`src/rtl/led_matrix_pkg.sv`:
```
// rtl/led_matrix_pkg.sv - shared geometry and helpers for the LED matrix scanner
package led_matrix_pkg;

    localparam int N_ROWS = 6;
    localparam int N_COLS = 6;
    localparam int IMG_W  = N_ROWS * N_COLS;

    typedef logic [2:0] row_idx_t;

    function automatic logic [N_ROWS-1:0] row_onehot(input row_idx_t idx);
        return N_ROWS'(1) << idx;
    endfunction

    // Lines are computed active-high internally and flipped only at the pins.
    function automatic logic [5:0] apply_pol(input logic [5:0] v, input logic active_low);
        return active_low ? ~v : v;
    endfunction

endpackage

```
`src/rtl/led_matrix_scan_if.sv`:
```
// rtl/led_matrix_scan_if.sv - image in / row+column drive bundle
interface led_matrix_scan_if;
    import led_matrix_pkg::*;

    logic [IMG_W-1:0]  img;
    logic [N_ROWS-1:0] row;
    logic [N_COLS-1:0] col;

    modport master (output img, input row, input col);
    modport slave  (input img, output row, output col);

endinterface

```
`src/rtl/led_matrix_tick.sv`:
```
// rtl/led_matrix_tick.sv - modulo slot counter with end-of-slot pulse
module led_matrix_tick #(
    parameter int MOD = 2000,
    parameter int CW  = $clog2(MOD)
) (
    input  logic          clk,
    input  logic          rst,
    output logic [CW-1:0] o_cnt,
    output logic          o_slot_end
);

    logic [CW-1:0] r_cnt;

    assign o_slot_end = (r_cnt == CW'(MOD - 1));
    assign o_cnt      = r_cnt;

    always_ff @(posedge clk) begin
        if (rst) begin
            r_cnt <= '0;
        end else if (o_slot_end) begin
            r_cnt <= '0;
        end else begin
            r_cnt <= r_cnt + CW'(1);
        end
    end

endmodule

```
`src/rtl/led_matrix_scan.sv`:
```
// rtl/led_matrix_scan.sv - row-at-a-time scanner for a 6x6 LED matrix with blanking gap
module led_matrix_scan
    import led_matrix_pkg::*;
#(
    parameter int ROW_CYCLES     = 2000,
    parameter int BLANK_CYCLES   = 24,
    parameter int ROW_ACTIVE_LOW = 0,
    parameter int COL_ACTIVE_LOW = 1
) (
    input  logic              clk,
    input  logic              rst,
    led_matrix_scan_if.slave  bus
);

    localparam int   CW     = $clog2(ROW_CYCLES);
    localparam logic ROW_AL = (ROW_ACTIVE_LOW != 0);
    localparam logic COL_AL = (COL_ACTIVE_LOW != 0);

    logic [CW-1:0]     w_cnt;
    logic              w_slot_end;
    logic              w_blank;
    logic [5:0]        w_base;
    row_idx_t          r_ridx;
    logic [N_COLS-1:0] r_img_lat;
    logic [N_ROWS-1:0] r_row;
    logic [N_COLS-1:0] r_col;

    led_matrix_tick #(
        .MOD (ROW_CYCLES),
        .CW  (CW)
    ) u_tick (
        .clk        (clk),
        .rst        (rst),
        .o_cnt      (w_cnt),
        .o_slot_end (w_slot_end)
    );

    assign w_blank = (w_cnt < CW'(BLANK_CYCLES));
    assign w_base  = 6'(r_ridx) * 6'(N_COLS);

    // The slice is frozen at slot start so a mid-slot image write cannot tear the row.
    always_ff @(posedge clk) begin
        if (rst) begin
            r_ridx    <= '0;
            r_img_lat <= '0;
            r_row     <= apply_pol(6'h00, ROW_AL);
            r_col     <= apply_pol(6'h00, COL_AL);
        end else begin
            if (w_slot_end) begin
                r_ridx <= (r_ridx == row_idx_t'(N_ROWS - 1)) ? '0 : r_ridx + row_idx_t'(1);
            end
            if (w_cnt == '0) begin
                r_img_lat <= bus.img[w_base +: N_COLS];
            end
            if (w_blank) begin
                r_row <= apply_pol(6'h00, ROW_AL);
                r_col <= apply_pol(6'h00, COL_AL);
            end else begin
                r_row <= apply_pol(row_onehot(r_ridx), ROW_AL);
                r_col <= apply_pol(r_img_lat, COL_AL);
            end
        end
    end

    assign bus.row = r_row;
    assign bus.col = r_col;

endmodule

```
`src/flat_wrapper.sv`:
```
// flat-port wrapper written by rule: the top's interface ports become plain ports
module led_matrix_scan_flat import led_matrix_pkg::*;
#(
    parameter int ROW_CYCLES     = 2000,
    parameter int BLANK_CYCLES   = 24,
    parameter int ROW_ACTIVE_LOW = 0,
    parameter int COL_ACTIVE_LOW = 1
)
  (clk, rst, bus_img, bus_row, bus_col);
  led_matrix_scan_if bus_i ();
  input  logic clk;
  input  logic rst;
  input wire logic [$bits(bus_i.img)-1:0] bus_img;
  output wire logic [$bits(bus_i.row)-1:0] bus_row;
  output wire logic [$bits(bus_i.col)-1:0] bus_col;
  assign bus_i.img = bus_img;
  assign bus_row = bus_i.row;
  assign bus_col = bus_i.col;
  led_matrix_scan #(.ROW_CYCLES(ROW_CYCLES), .BLANK_CYCLES(BLANK_CYCLES), .ROW_ACTIVE_LOW(ROW_ACTIVE_LOW), .COL_ACTIVE_LOW(COL_ACTIVE_LOW)) u_core (.clk(clk), .rst(rst), .bus(bus_i));
endmodule
```
`config.mk`:
```
export PLATFORM = sky130hd
export DESIGN_NAME = led_matrix_scan_flat
export DESIGN_NICKNAME = d
export VERILOG_FILES = /design/src/rtl/led_matrix_pkg.sv /design/src/rtl/led_matrix_scan_if.sv /design/src/rtl/led_matrix_tick.sv /design/src/rtl/led_matrix_scan.sv /design/src/flat_wrapper.sv
export SDC_FILE = /design/constraint.sdc
export NUM_CORES = 1
export LEC_CHECK = 0
export CORE_MARGIN = 5
export CORE_UTILIZATION = 51
export CTS_BUF_LIST = sky130_fd_sc_hd__clkbuf_2 sky130_fd_sc_hd__clkbuf_4 sky130_fd_sc_hd__clkbuf_8
export CTS_CLUSTER_DIAMETER = 30
export DETAILED_ROUTE_END_ITERATION = 16
export GPL_TIMING_DRIVEN = 1
export PLACE_DENSITY = 0.94
export SLEW_MARGIN = 20
export SYNTH_ARGS = -nofsm -noshare
export SYNTH_HDL_FRONTEND = slang
export SYNTH_HIERARCHICAL = 1
export SYNTH_SLANG_ARGS = --single-unit
export TNS_END_PERCENT = 30
```
`constraint.sdc`:
```
create_clock -name clk -period 2.3 [get_ports clk]
set_input_delay 0.345 -clock clk [delete_from_list [all_inputs] [get_ports clk]]
set_output_delay 0.345 -clock clk [all_outputs]
set_load 0.03 [all_outputs]
```
# Word level (Yosys, flattened, before mapping)
# Index checks and enable logic that the tools add are counted.
# word_totals
ff_bits	32
inputBits	38
output_inout_bits	12
word_cells	18
# classes
addsub	2
multipliers	1
order_cmp	1
eq_ne	2
shifts	2
mux	1
bitwise	1
reduce_logical	3
# ops
cell	count
36-bit by 7-bit variable part select with 6-bit output	1
11-bit by 1-bit adder with 11-bit output, second input constant	1
11-bit == test, second input constant	1
11-bit zero test	1
11-bit by 5-bit less-than comparator with 1-bit output, second input constant	1
6-bit inverter	1
1-bit by 3-bit << shifter with 6-bit output, first input constant	1
3-bit by 2-bit multiplier with 5-bit output, second input constant	1
2-bit OR reduction	2
3-bit by 1-bit adder with 3-bit output, second input constant	1
3-bit == test, second input constant	1
3-bit two-way mux	1

# Longest topological paths before layout
# logic_depth
ltp_word	2
ltp_mapped	7
depth_no_buf	7

# By module
# Netlist, hierarchy kept.
# by_module_without_submodules
mod	n_inst	cells_each	area_each_um2	seq_area_each_um2
led_matrix_scan	1	89	1032.2	420.4
led_matrix_tick	1	57	484.2	220.2

# Worst setup path before layout
# Ideal clock, no wire load.
# synth_timing
kind	register to register
from	register u_core.u_tick.r_cnt[0] (netlist: u_core/u_tick/o_cnt[0])
to	register u_core.r_ridx[1]
setup_ns	0.129
arrival_ns	1.435
required_time_ns	2.171
slack_ns	0.736
stages_incl_launch_ff	8
n_path_buf	0
synth_period_minus_slack_ns	1.564
cell_sequence	dfxtp_1 -> ha_1 -> and3_4 -> nand3_1 -> nor2_1 -> nand2_1 -> mux2i_1 -> nor2_1
# synth_via
elab_chain_len	1
# synth_rtl
item	line_no	text
from (decl)	led_matrix_tick.sv:12	logic [CW-1:0] r_cnt;
from (signal assigned)	led_matrix_tick.sv:23	r_cnt <= r_cnt + CW'(1);
11-bit == test	led_matrix_tick.sv:14	assign o_slot_end = (r_cnt == CW'(MOD - 1));
net u_core.w_slot_end	led_matrix_scan.sv:20	logic w_slot_end;
to (signal assigned)	led_matrix_scan.sv:50	r_ridx <= (r_ridx == row_idx_t'(N_ROWS - 1)) ? '0 : r_ridx + row_idx_t'(1);
to (decl)	led_matrix_scan.sv:23	row_idx_t r_ridx;
# The timed path passes the listed nets, and every way through them passes these cells.
# A chain may end at the register's enable or synchronous reset.

# Worst setup path in the final report
# layout_timing
from	register u_core.u_tick.r_cnt[0] (netlist: u_core/u_tick/o_cnt[0])
to	register u_core.u_tick.r_cnt[6] (netlist: u_core/u_tick/o_cnt[6])
# layout_via
elab_chain_len	2
word_cells_on_any_way	3
classes_between	1 x add/sub; 1 x eq/ne; 1 x reduce/logical
# layout_rtl
item
parallel branches: the longest is 2 deep, another holds 11-bit by 1-bit adder with 11-bit output
# Several ways; the timed one is not identified.

==> results by stage <==
Status:
- The flow ran to the end, and the final reports show no timing, DRC or antenna violations.

Clock tree:
- The number of buffers on the longest clock path is 2.
- The cell at the root of the clock tree is sky130_fd_sc_hd__clkbuf_4.
- The total of hold buffers inserted after clock tree synthesis is 0.
- The clock latency of the later-clocked register in the worst-skew pair is 330 ps.
- Post-CTS repair changed the size of 0 cells.
- The number of buffers created by CTS is 5.
- The number of buffers inserted by post-CTS setup repair is 0.
- TritonCTS built the clock tree.
- The tree built by TritonCTS fans out to 32 sinks.
- The number of levels in the clock H-tree is 2.
- After clock tree synthesis, the clock-pin slew on the worst setup and hold paths is 90 ps.

Drt:
- The detailed-route wire length per cell is 15.8 um.
- Before antenna repair, the detailed router went through 4 iterations.
- The vias per cell is 5.99.
- The total routed wirelength is 3600 um.
- The total vias in the final route is 1,365.
- After detailed routing, the number of remaining DRC violations is 0.
- The number of antenna-violating nets in the routed design is 0.
- The count of routing violations after the opening detailed-route iteration is 59.

Logic synthesis:
- The netlist uses 38 different library cells.
- The synthesized net count is 185.
- The number of synthesized register bits is 32.
- The synthesized design devotes to its leading area cell type 42.2% of total area.
- By area the synthesized netlist is led by sky130_fd_sc_hd__dfxtp_1, sky130_fd_sc_hd__mux4_2, sky130_fd_sc_hd__mux2_2, sky130_fd_sc_hd__nor2_1, sky130_fd_sc_hd__a211oi_1.
- Summed over all instances, the cell type with the most area after synthesis is sky130_fd_sc_hd__dfxtp_1.
- Sequential elements use 42.2% of the synthesized area.
- Yosys printed 6 warnings.
- The area of the mapped netlist is 1520 um2.
- Dividing the synthesized area by the synthesized cell count gives 10.4 um2.
- The cell count after synthesis is 146.

Critical path:
- Of all nets on the critical path, the largest fanout is 7.
- At the worst endpoint, the required time is 2500 ps.
- The kind of end point of the critical path is a flop.
- The startpoint of the lowest-slack register-to-register path is u_core/u_tick/o_cnt[0]$_SDFF_PP0_.
- The number of buffer and inverter stages on the critical path is 0.
- The classification of the worst setup path is flop to flop.
- Walking the worst path, the cells encountered are ha_1 > and3_4 > nand3_1 > o21bai_1 > nor2_1.
- The critical path launch point is u_core/u_tick/o_cnt[0]$_SDFF_PP0_.
- STA puts the critical path data arrival time at 2020 ps.
- STA classifies the critical path startpoint as a flop.
- The largest single stage delay on the critical path is 510 ps.
- The slowest stage of the critical path belongs to the cell sky130_fd_sc_hd__o21bai_1.
- Grouping stages by cell kind, the critical path spends the most delay in simple AND/OR/NAND/NOR gates.

Timing:
- The number of pins exceeding their max-slew limit in the final report is 0.
- The post-route worst hold slack is 400 ps.
- The post-route minimum period is 1820 ps.
- Based on the critical path, the design can be clocked at up to 0.550 GHz.
- The slack of the critical path is 480 ps.
- The accumulated negative setup slack is 0 ps.
- Setup repair after global routing left no endpoint under its margin.
- On the final layout, the worst clock skew is 8.78 ps.
- The measured slew at the worst slew-check pin is 593 ps.
- The number of hold violations in the final report is 0.
- The final critical path takes up 79.1% of the cycle.
- The number of setup violations in the final report is 0.
- The tightest slew margin relative to the limit is 60.4%.

Global route:
- The number of global-route vias before repair is 1,291.
- The first global-routing pass estimated 5930 um of wire.
- The global route total overflow is 0.
- The total track usage is 18.2%.
- The maximum number of pins on one net before global-route repair is 21.
- The initial antenna violation count is 0.

Place:
- The count of buffers added on input and output ports is 49.
- Once placement finished, the instance area stood at 2010 um2.
- The detailed-placement wirelength estimate is 2780 um.
- The setup slack after placement is 535 ps.
- At the end of routability-driven placement, the weighted congestion stood at 0.908.

Layout:
- The core utilization of the finished layout is 73.4%.
- After filler insertion, the fill cell instance count of the layout stands at 201.
- For this run, the post-layout net count is 236.
- 0 antenna diodes ended up in the layout.
- The proportion of layout cells with a drive suffix above 1 is 14.2%.
- The finished cells cover 2060 um2.
- The synthesis-to-finish area growth is 35.8%.

Die:
- The placeable core region is 2810 um2.
- The area of the die is 4160 um2.
- The number of cell rows is 19.
- The floorplan step set the die width to 64.5 um.
- The chip height is 64.5 um.
- The initial utilization of the core area, before any placement, comes to 54.1%.
- The number of placed I/O pins is 50.

Flow run:
- Max-cap violations in this run came to 0.

Hold path:
- The worst hold path belongs to the class flop to flop.
- The worst hold path begins at u_core/r_img_lat[0]$_SDFFE_PP0N_.

Power and ir drop:
- The worst supply voltage drop on vdd is 371 uV.
- The leakage dissipation is 0.719 nW.
- The power density of the placed cells is 534 nW/um2.
## worst register-to-register path, stage by stage (launching register included)
cell and delay, ps:
sky130_fd_sc_hd__dfxtp_1 440, sky130_fd_sc_hd__ha_1 220, sky130_fd_sc_hd__and3_4 220, sky130_fd_sc_hd__nand3_1 190
sky130_fd_sc_hd__o21bai_1 510, sky130_fd_sc_hd__nor2_1 120
## power breakdown
| part | internal (mW) | switching (mW) |
|---|---|---|
| clock network | 0.124 | 0.173 |
| logic | 0.117 | 0.0768 |
| registers | 0.584 | 0.0252 |
## cells in the mapped netlist
cell                        n
sky130_fd_sc_hd__a211oi_1   7
sky130_fd_sc_hd__a21oi_1    4
sky130_fd_sc_hd__a22oi_1    6
sky130_fd_sc_hd__a31oi_1    1
sky130_fd_sc_hd__a31oi_2    1
sky130_fd_sc_hd__a41oi_1    6
sky130_fd_sc_hd__and3_1     2
sky130_fd_sc_hd__and3_2     1
sky130_fd_sc_hd__and3_4     1
sky130_fd_sc_hd__and3b_1    2
sky130_fd_sc_hd__and4_1     2
sky130_fd_sc_hd__buf_2      2
sky130_fd_sc_hd__buf_6      3
sky130_fd_sc_hd__clkbuf_1   2
sky130_fd_sc_hd__dfxtp_1   32
sky130_fd_sc_hd__ha_1       1
sky130_fd_sc_hd__inv_1      4
sky130_fd_sc_hd__mux2_2     6
sky130_fd_sc_hd__mux2i_1    1
sky130_fd_sc_hd__mux4_1     1
sky130_fd_sc_hd__mux4_2     5
sky130_fd_sc_hd__nand2_1   14
sky130_fd_sc_hd__nand3_1    5
sky130_fd_sc_hd__nand3_2    1
sky130_fd_sc_hd__nand4_1    2
sky130_fd_sc_hd__nor2_1    16
sky130_fd_sc_hd__nor2_2     1
sky130_fd_sc_hd__nor2b_1    1
sky130_fd_sc_hd__nor4_1     1
sky130_fd_sc_hd__nor4_4     2
sky130_fd_sc_hd__nor4bb_1   1
sky130_fd_sc_hd__o211ai_1   1
sky130_fd_sc_hd__o21ai_0    1
sky130_fd_sc_hd__o21bai_1   1
sky130_fd_sc_hd__or2_2      1
sky130_fd_sc_hd__or3_1      1
sky130_fd_sc_hd__xnor2_1    4
sky130_fd_sc_hd__xor2_1     3
## flip-flops by register name, summed over array words and instances (netlist names)
register / count
u_core/bus.col: 6
u_core/bus.row: 6
u_core/r_ridx: 3
u_core/r_img_lat: 6
u_core/u_tick/o_cnt: 11
## cells by family (layout without fill, tap and decap cells)
group                      Yosys count  in the layout  synth area share [%]
buffers and inverters               11             62                  4.37
AOI/OAI and AO/OA                   28             28                  13.8
DFF                                 32             32                  42.2
and+or+nand+nor                     54             54                  20.5
muxes                               13             13                  14.3
adders and majority gates            1              1                 0.825
xor gates and xnor gates             7              7                  4.04
## layout by cell type, fill, tap and decap left out, types with 2 or more instances in the layout
cell type / netlist / routed
sky130_fd_sc_hd__a211oi_1: 7 / 7
sky130_fd_sc_hd__a21oi_1: 4 / 4
sky130_fd_sc_hd__a22oi_1: 6 / 6
sky130_fd_sc_hd__a41oi_1: 6 / 6
sky130_fd_sc_hd__and3_1: 2 / 2
sky130_fd_sc_hd__and3b_1: 2 / 2
sky130_fd_sc_hd__and4_1: 2 / 2
sky130_fd_sc_hd__buf_4: 0 / 2
sky130_fd_sc_hd__clkbuf_4: 0 / 6
sky130_fd_sc_hd__clkdlybuf4s50_1: 0 / 49
sky130_fd_sc_hd__dfxtp_1: 32 / 32
sky130_fd_sc_hd__inv_1: 4 / 4
sky130_fd_sc_hd__mux2_2: 6 / 6
sky130_fd_sc_hd__mux4_2: 5 / 5
sky130_fd_sc_hd__nand2_1: 14 / 14
sky130_fd_sc_hd__nand3_1: 5 / 5
sky130_fd_sc_hd__nand4_1: 2 / 2
sky130_fd_sc_hd__nor2_1: 16 / 16
sky130_fd_sc_hd__nor4_4: 2 / 2
sky130_fd_sc_hd__xnor2_1: 4 / 4
sky130_fd_sc_hd__xor2_1: 3 / 3
## cell type report
cell class                      instances  area (um2)  share of cell area (%)
Sequential cell                        32         641                    31.1
Clock inverter                          1        5.00                   0.243
Inverter                                4        15.0                   0.729
Tap cell                               31        38.8                    1.88
Clock buffer                            6        45.0                    2.19
Timing Repair Buffer                   51         505                    24.5
Multi-Input combinational cell        103         810                    39.3
## routing by layer
layer,track usage [%],vias to the layer above,routed length [um]
li1,-,648,-
met1,20.1,642,1420
met2,33.5,65,1840
met3,3.63,10,250
met4,8.71,0,82
met5,0,-,0
## metrics by stage
stage          power [mW]  cells
2_1_floorplan       0.721    146
3_3_place_gp        0.803    221
3_5_place_dp        0.814    221
4_1_cts              1.11    228
5_1_grt              1.16    228
6_report             1.10    228
## final timing paths
check	slack, ps	cells past startpoint	end
max	480	5	u_core/u_tick/o_cnt[6]$_SDFF_PP0_
min	400	1	u_core/bus.col[0]$_SDFF_PP1_
max reg2reg	480	5	u_core/u_tick/o_cnt[6]$_SDFF_PP0_
min reg2reg	400	1	u_core/bus.col[0]$_SDFF_PP1_
Note: power is estimated with default switching activity, not from simulation.
